===== config.mk =====
export PLATFORM = sky130hd
export DESIGN_NAME = clk_div_monitor
export DESIGN_NICKNAME = d
export VERILOG_FILES = /design/src/rtl/clk_mon_pkg.sv /design/src/rtl/clk_mon_sync.sv /design/src/rtl/clk_div_monitor.sv
export SDC_FILE = /design/constraint.sdc
export NUM_CORES = 1
export LEC_CHECK = 0
export BUFFER_PORTS_ARGS = -buffer_cell sky130_fd_sc_hd__buf_2
export CORE_UTILIZATION = 57
export DETAILED_ROUTE_END_ITERATION = 8
export GPL_ROUTABILITY_DRIVEN = 0
export PLACE_DENSITY_LB_ADDON = 0.15
export SYNTH_ARGS = -nofsm -noshare
export SYNTH_HDL_FRONTEND = slang
export SYNTH_HIERARCHICAL = 1
export SYNTH_SLANG_ARGS = --single-unit

===== constraint.sdc =====
create_clock -name clk -period 2.7 [get_ports clk]
set_input_delay 0.135 -clock clk [delete_from_list [all_inputs] [get_ports clk]]
set_output_delay 0.135 -clock clk [all_outputs]
set_load 0.01 [all_outputs]

===== src/rtl/clk_mon_pkg.sv =====
`default_nettype none
// ============================================================================
// Module : clk_mon_pkg
// Brief  : State encoding and saturating arithmetic shared by the clock monitor.
// Rev    : 1.0  initial release
// ============================================================================
package clk_mon_pkg;

    localparam int unsigned c_st_w = 3;

    localparam logic [c_st_w-1:0] c_st_idle   = 3'd0;
    localparam logic [c_st_w-1:0] c_st_arm    = 3'd1;
    localparam logic [c_st_w-1:0] c_st_meas   = 3'd2;
    localparam logic [c_st_w-1:0] c_st_locked = 3'd3;
    localparam logic [c_st_w-1:0] c_st_stall  = 3'd4;

    function automatic logic [31:0] sat_inc(input logic [31:0] val, input logic [31:0] max_val);
        return (val >= max_val) ? max_val : val + 32'd1;
    endfunction

endpackage
`default_nettype wire


===== src/rtl/clk_mon_sync.sv =====
`default_nettype none
// ============================================================================
// Module : clk_mon_sync
// Brief  : Sampling flop chain for the divided clock plus registered rise detect.
// Rev    : 1.0  initial release
// ============================================================================
module clk_mon_sync #(
    parameter int SYNC_STAGES = 1
) (
    input  logic clk,
    input  logic rst_h,
    input  logic clk_div_in,
    output logic s,
    output logic rise
);

    logic [SYNC_STAGES-1:0] r_sync;
    logic                   r_s_d;
    logic                   r_rise;

    always_ff @(posedge clk or posedge rst_h) begin
        if (rst_h) begin
            r_sync <= '0;
            r_s_d  <= 1'b0;
            r_rise <= 1'b0;
        end else begin
            r_sync[0] <= clk_div_in;
            for (int i = 1; i < SYNC_STAGES; i++) begin
                r_sync[i] <= r_sync[i-1];
            end
            r_s_d  <= r_sync[SYNC_STAGES-1];
            r_rise <= r_sync[SYNC_STAGES-1] & ~r_s_d;
        end
    end

    // s is the delayed sample so that it lines up with the registered rise
    assign s    = r_s_d;
    assign rise = r_rise;

endmodule
`default_nettype wire


===== src/rtl/clk_div_monitor.sv =====
`default_nettype none
// ============================================================================
// Module : clk_div_monitor
// Brief  : Measures period/high time of a divided clock, tracks lock, errors, stall.
// Rev    : 1.0  initial release
// ============================================================================
module clk_div_monitor
    import clk_mon_pkg::*;
#(
    parameter int CNT_W       = 8,
    parameter int EXP_PERIOD  = 3,
    parameter int LOCK_CNT    = 4,
    parameter int TIMEOUT     = 16,
    parameter int SYNC_STAGES = 1
) (
    input  logic             clk,
    input  logic             rst_h,
    input  logic             clk_div_in,
    input  logic             clr,
    output logic [CNT_W-1:0] period,
    output logic [CNT_W-1:0] high_time,
    output logic             meas_vld,
    output logic             locked,
    output logic             err,
    output logic             stall,
    output logic [CNT_W-1:0] err_cnt
);

    localparam logic [31:0] c_cnt_max    = 32'((64'd1 << CNT_W) - 64'd1);
    localparam logic [31:0] c_good_max   = 32'd15;
    localparam logic [31:0] c_timeout_m1 = 32'(TIMEOUT - 1);

    logic              w_s;
    logic              w_rise;
    logic [c_st_w-1:0] r_state;
    logic [c_st_w-1:0] w_next;
    logic [CNT_W-1:0]  r_per_cnt;
    logic [CNT_W-1:0]  r_hi_cnt;
    logic [CNT_W-1:0]  r_period;
    logic [CNT_W-1:0]  r_high_time;
    logic [CNT_W-1:0]  r_err_cnt;
    logic [3:0]        r_good_cnt;
    logic              r_meas_vld;
    logic              r_err;
    logic [CNT_W-1:0]  w_per_inc;
    logic [CNT_W-1:0]  w_hi_inc;
    logic [CNT_W-1:0]  w_err_inc;
    logic [3:0]        w_good_inc;
    logic              w_good;
    logic              w_timeout;
    logic              w_take;
    logic              w_bad;

    clk_mon_sync #(
        .SYNC_STAGES (SYNC_STAGES)
    ) u_sync (
        .clk        (clk),
        .rst_h      (rst_h),
        .clk_div_in (clk_div_in),
        .s          (w_s),
        .rise       (w_rise)
    );

    // per_cnt+1 is both the next count and the period just closed by a rise
    assign w_per_inc  = CNT_W'(sat_inc(32'(r_per_cnt), c_cnt_max));
    assign w_hi_inc   = CNT_W'(sat_inc(32'(r_hi_cnt), c_cnt_max));
    assign w_err_inc  = CNT_W'(sat_inc(32'(r_err_cnt), c_cnt_max));
    assign w_good_inc = 4'(sat_inc(32'(r_good_cnt), c_good_max));
    assign w_good     = (w_per_inc == CNT_W'(EXP_PERIOD));
    assign w_timeout  = (32'(r_per_cnt) >= c_timeout_m1);

    always_ff @(posedge clk or posedge rst_h) begin
        if (rst_h) begin
            r_state <= c_st_idle;
        end else if (clr) begin
            r_state <= c_st_idle;
        end else begin
            r_state <= w_next;
        end
    end

    always_comb begin
        w_next = r_state;
        w_take = 1'b0;
        w_bad  = 1'b0;
        case (r_state)
            c_st_idle: begin
                if (w_rise) begin
                    w_next = c_st_arm;
                end else if (w_timeout) begin
                    w_next = c_st_stall;
                end
            end
            // good_cnt is already zero in ARM, so the first period counts as one
            c_st_arm, c_st_meas: begin
                if (w_rise) begin
                    w_take = 1'b1;
                    if (w_good) begin
                        w_next = (w_good_inc == 4'(LOCK_CNT)) ? c_st_locked : c_st_meas;
                    end else begin
                        w_bad  = 1'b1;
                        w_next = c_st_meas;
                    end
                end else if (w_timeout) begin
                    w_next = c_st_stall;
                end
            end
            c_st_locked: begin
                if (w_rise) begin
                    w_take = 1'b1;
                    if (!w_good) begin
                        w_bad  = 1'b1;
                        w_next = c_st_meas;
                    end
                end else if (w_timeout) begin
                    w_next = c_st_stall;
                end
            end
            c_st_stall: begin
                if (w_rise) begin
                    w_next = c_st_arm;
                end
            end
            default: begin
                w_next = c_st_idle;
            end
        endcase
    end

    always_comb begin
        locked = (r_state == c_st_locked);
        stall  = (r_state == c_st_stall);
    end

    always_ff @(posedge clk or posedge rst_h) begin
        if (rst_h) begin
            r_per_cnt   <= '0;
            r_hi_cnt    <= '0;
            r_period    <= '0;
            r_high_time <= '0;
            r_err_cnt   <= '0;
            r_good_cnt  <= '0;
            r_meas_vld  <= 1'b0;
            r_err       <= 1'b0;
        end else if (clr) begin
            r_per_cnt   <= '0;
            r_hi_cnt    <= '0;
            r_period    <= '0;
            r_high_time <= '0;
            r_err_cnt   <= '0;
            r_good_cnt  <= '0;
            r_meas_vld  <= 1'b0;
            r_err       <= 1'b0;
        end else begin
            r_per_cnt  <= w_rise ? '0 : w_per_inc;
            r_hi_cnt   <= w_rise ? CNT_W'(w_s) : (w_s ? w_hi_inc : r_hi_cnt);
            r_meas_vld <= w_take;
            r_err      <= w_bad;
            if (w_take) begin
                r_period    <= w_per_inc;
                r_high_time <= r_hi_cnt;
            end
            if (w_bad) begin
                r_err_cnt <= w_err_inc;
            end
            if (w_take && w_good) begin
                r_good_cnt <= w_good_inc;
            end else if (w_bad || w_next == c_st_arm || w_next == c_st_stall) begin
                r_good_cnt <= '0;
            end
        end
    end

    assign period    = r_period;
    assign high_time = r_high_time;
    assign meas_vld  = r_meas_vld;
    assign err       = r_err;
    assign err_cnt   = r_err_cnt;

endmodule
`default_nettype wire


==> impl_metrics.env <==
export IMPL_slowest_stage="a21oi_2"
export IMPL_synthAdderAreaFrac=0.0200
export IMPL_worstSetupStartpointType="register"
export IMPL_coreArea_sq_mm=0.00412
export IMPL_setup_viol=0
export IMPL_dieArea_sq_mm=0.00467
export IMPL_slowest_delay_ns=0.46
export IMPL_path_class="register to register"
export IMPL_max_slew_margin_rel=0.321
export IMPL_die_x_um=68.3
export IMPL_viasPerCell=5.89
export IMPL_syn_cell_area_sq_mm=0.00251
export IMPL_ys_seq_area_frac=0.519
export IMPL_hold_violations=0
export IMPL_cts_tree="built"
export IMPL_grt_pass1_vias=1774
export IMPL_fmax_ghz=0.424
export IMPL_crit_chain="ha_1 > and3_1 > a31oi_1 > nor4_4 > a21oi_2 > a41oi_1 > a311oi_1"
export IMPL_synth_simple_area_share=0.239
export IMPL_nNetsFinal=299
export IMPL_ir_drop_mv=0.396
export IMPL_tightestPinTransition_ns=1.02
export IMPL_worstSetupEndpoint="err_cnt[7]"
export IMPL_postCtsHoldBufs=2
export IMPL_drv_cap=0
export IMPL_io_pins=32
export IMPL_dr_pass1_iters=4
export IMPL_finalMaxSlewViolations=0
export IMPL_synth_area_leaders="dfrtp_1 (52%), a21oi_1 (5.6%), nor2_1 (5.5%), nand2_1 (3.6%), a211oi_1 (3.0%)"
export IMPL_layout_worst_path_cycle_share=0.873
export IMPL_synth_top_area_share=0.519
export IMPL_antenna_found_initial=0
export IMPL_reg2regPathDepth=7
export IMPL_cts_root_buf="clkbuf_8"
export IMPL_skew_ns=0.00601
export IMPL_chipHeight_um=68.3
export IMPL_timing_rr_end="err_cnt[7]"
export IMPL_synth_top_family_by_area="simple AND/OR/NAND/NOR gates"
export IMPL_synth_cell_types=44
export IMPL_num_antenna_cells=0
export IMPL_drc_errors=0
export IMPL_cts_buffers=5
export IMPL_synth_xor_area_frac=0.0105
export IMPL_crit_path_max_fanout=13
export IMPL_dp_hpwl_mm=3.16
export IMPL_overflow=0
export IMPL_vias=2008
export IMPL_drt_iter0_markers=117
export IMPL_clock_sinks=52
export IMPL_muxShareOfSynthArea=0.00898
export IMPL_rows=23
export IMPL_cts_resized_gates=0
export IMPL_syn_num_nets=269
export IMPL_status="complete, no violations"
export IMPL_yosysWarnings=6
export IMPL_routed_wl_mm=4.84
export IMPL_cp_end_kind="register"
export IMPL_yosysTopAreaCell="dfrtp_1"
export IMPL_setup_slack_ns=0.344
export IMPL_p_leak_nw=1.35
export IMPL_grt_max_degree=50
export IMPL_drive_above_1_share=0.182
export IMPL_rsz0062_at_grt="false"
export IMPL_syn_area_per_cell_sq_um=9.61
export IMPL_io_buffers=31
export IMPL_routedWlPerCell_um=14.2
export IMPL_clkLatencyLatePin_ns=0.30
export IMPL_ant_nets=0
export IMPL_cts_buffer_depth=2
export IMPL_fin_crit_ns=2.36
export IMPL_finalPower_mw=1.51
export IMPL_grt_pass1_wl_mm=8.09
export IMPL_r2r_start="r_per_cnt[0]"
export IMPL_postSynthCellCount=261
export IMPL_fin_tns_setup_ns=0
export IMPL_h_tree_depth=2
export IMPL_globalRouteTotalUtil=0.236
export IMPL_post_cts_setup_buffers=0
export IMPL_place_worst_setup_slack_ns=0.396
export IMPL_crit_arrival_ns=2.56
export IMPL_p_per_area_mw_per_mm2=530
export IMPL_crit_required_ns=2.90
export IMPL_synth_compound_area_share=0.160
export IMPL_start_util=0.609
export IMPL_startpoint="r_per_cnt[0]"
export IMPL_synth_seq_cells=52
export IMPL_r2r_setup_slack_ns=0.34
export IMPL_area_growth_pct=13.2
export IMPL_fin_util=0.690
export IMPL_clkTransAtPathRegs_ns=0.09
export IMPL_hp_class="input port to asynchronous set/reset pin"
==> Yosys cell counts <==
| cell | count |
|---|---|
| nor2b_1 | 3 |
| nand3_1 | 3 |
| and3_2 | 1 |
| ha_1 | 4 |
| a311oi_1 | 8 |
| a21oi_1 | 28 |
| nor2_1 | 37 |
| nor2b_4 | 2 |
| or3b_1 | 1 |
| nor3_1 | 10 |
| nor4_4 | 1 |
| buf_1 | 1 |
| or3_1 | 2 |
| a41oi_1 | 1 |
| and2_1 | 1 |
| a41o_1 | 1 |
| mux2i_4 | 1 |
| nor4_1 | 1 |
| o21ai_1 | 2 |
| xnor2_1 | 1 |
| clkbuf_2 | 1 |
| nand4_4 | 1 |
| buf_2 | 1 |
| nor3b_1 | 2 |
| and3_1 | 9 |
| o2111ai_1 | 1 |
| inv_1 | 14 |
| clkbuf_1 | 8 |
| dfrtp_1 | 52 |
| nand4_1 | 4 |
| and4_4 | 1 |
| a211oi_1 | 10 |
| or2b_2 | 1 |
| a21oi_2 | 1 |
| a31oi_1 | 3 |
| a22oi_1 | 2 |
| buf_6 | 1 |
| nand3b_1 | 1 |
| or2_2 | 2 |
| nand2_1 | 24 |
| and3b_1 | 1 |
| o21ai_0 | 7 |
| xor2_1 | 2 |
| and4b_1 | 3 |
==> worst min-delay path by stage <==
| stage | to | slack, ns | cells after the start |
|---|---|---|---|
| 6_report | u_sync/r_sync | 0.26 | 3 |
| 3_5_place_dp | u_sync/r_sync | 0.02 | 2 |
| 2_1_floorplan | u_sync/r_sync | -0.11 | 1 |
| 3_3_place_gp | u_sync/r_sync | 0.02 | 2 |
| 5_1_grt | u_sync/r_sync | 0.26 | 3 |
| 4_1_cts | u_sync/r_sync | 0.24 | 3 |
==> sequential cells by signal, indices dropped and copies added (netlist names), 3 cells and up <==
register    flops
r_per_cnt       8
r_state         3
r_hi_cnt        8
period          8
err_cnt         8
high_time       8
r_good_cnt      4
==> cells by family after synthesis <==
| group | Yosys count |
|---|---|
| compound gates | 64 |
| xor+xnor | 3 |
| fa+ha+maj | 4 |
| buf+inv | 26 |
| flops | 52 |
| mux | 1 |
| simple gates | 111 |
==> routing by layer <==
metal,global-route usage,vias up,part of all wire,wire (um)
met5,0,-,0,0
met4,0.0625,0,0.0060,29
met3,0.0550,2,0.042,201
met2,0.371,48,0.46,2240
met1,0.325,974,0.49,2380
li1,-,984,-,-
==> final cells by class <==
type                            instances  area (sq um)
Clock inverter                          2          60.1
Clock buffer                            5          68.8
Timing Repair Buffer                   35           190
Inverter                               14          52.6
Sequential cell                        52          1300
Fill cell                             338          1280
Tap cell                               50          62.6
Multi-Input combinational cell        183          1100
==> through the flow <==
step | hold WS [ns] | area [sq um] | std cells
floorplan | -0.111 | 2510 | 261
global placement | 0.0192 | 2690 | 332
detailed placement | 0.0246 | 2690 | 332
CTS | 0.243 | 2840 | 341
global route | 0.259 | 2840 | 341
finish | 0.258 | 2840 | 341
==> cells in the final DEF, fill, tap and decap left out, types with 5 or more instances in the layout <==
cell type  instances
nand2_1           24
a21oi_1           28
clkbuf_8           5
nor2_1            37
and3_1             9
nor3_1             9
a211oi_1          10
buf_2             31
o21ai_0            7
dfrtp_1           52
inv_1             13
a311oi_1           8
==> power breakdown <==
| part | internal [mW] | switching (mW) |
|---|---|---|
| clock network | 0.365 | 0.242 |
| logic | 0.0296 | 0.0628 |
| registers | 0.792 | 0.0152 |
==> critical path, delay by kind of cell (launching register included) <==
family | cells | cell delay (ns)
simple gates | 2 | 0.34
fa+ha+maj | 1 | 0.27
compound gates | 4 | 1.22
flops | 1 | 0.44
Power figures use the tool's default switching activity.
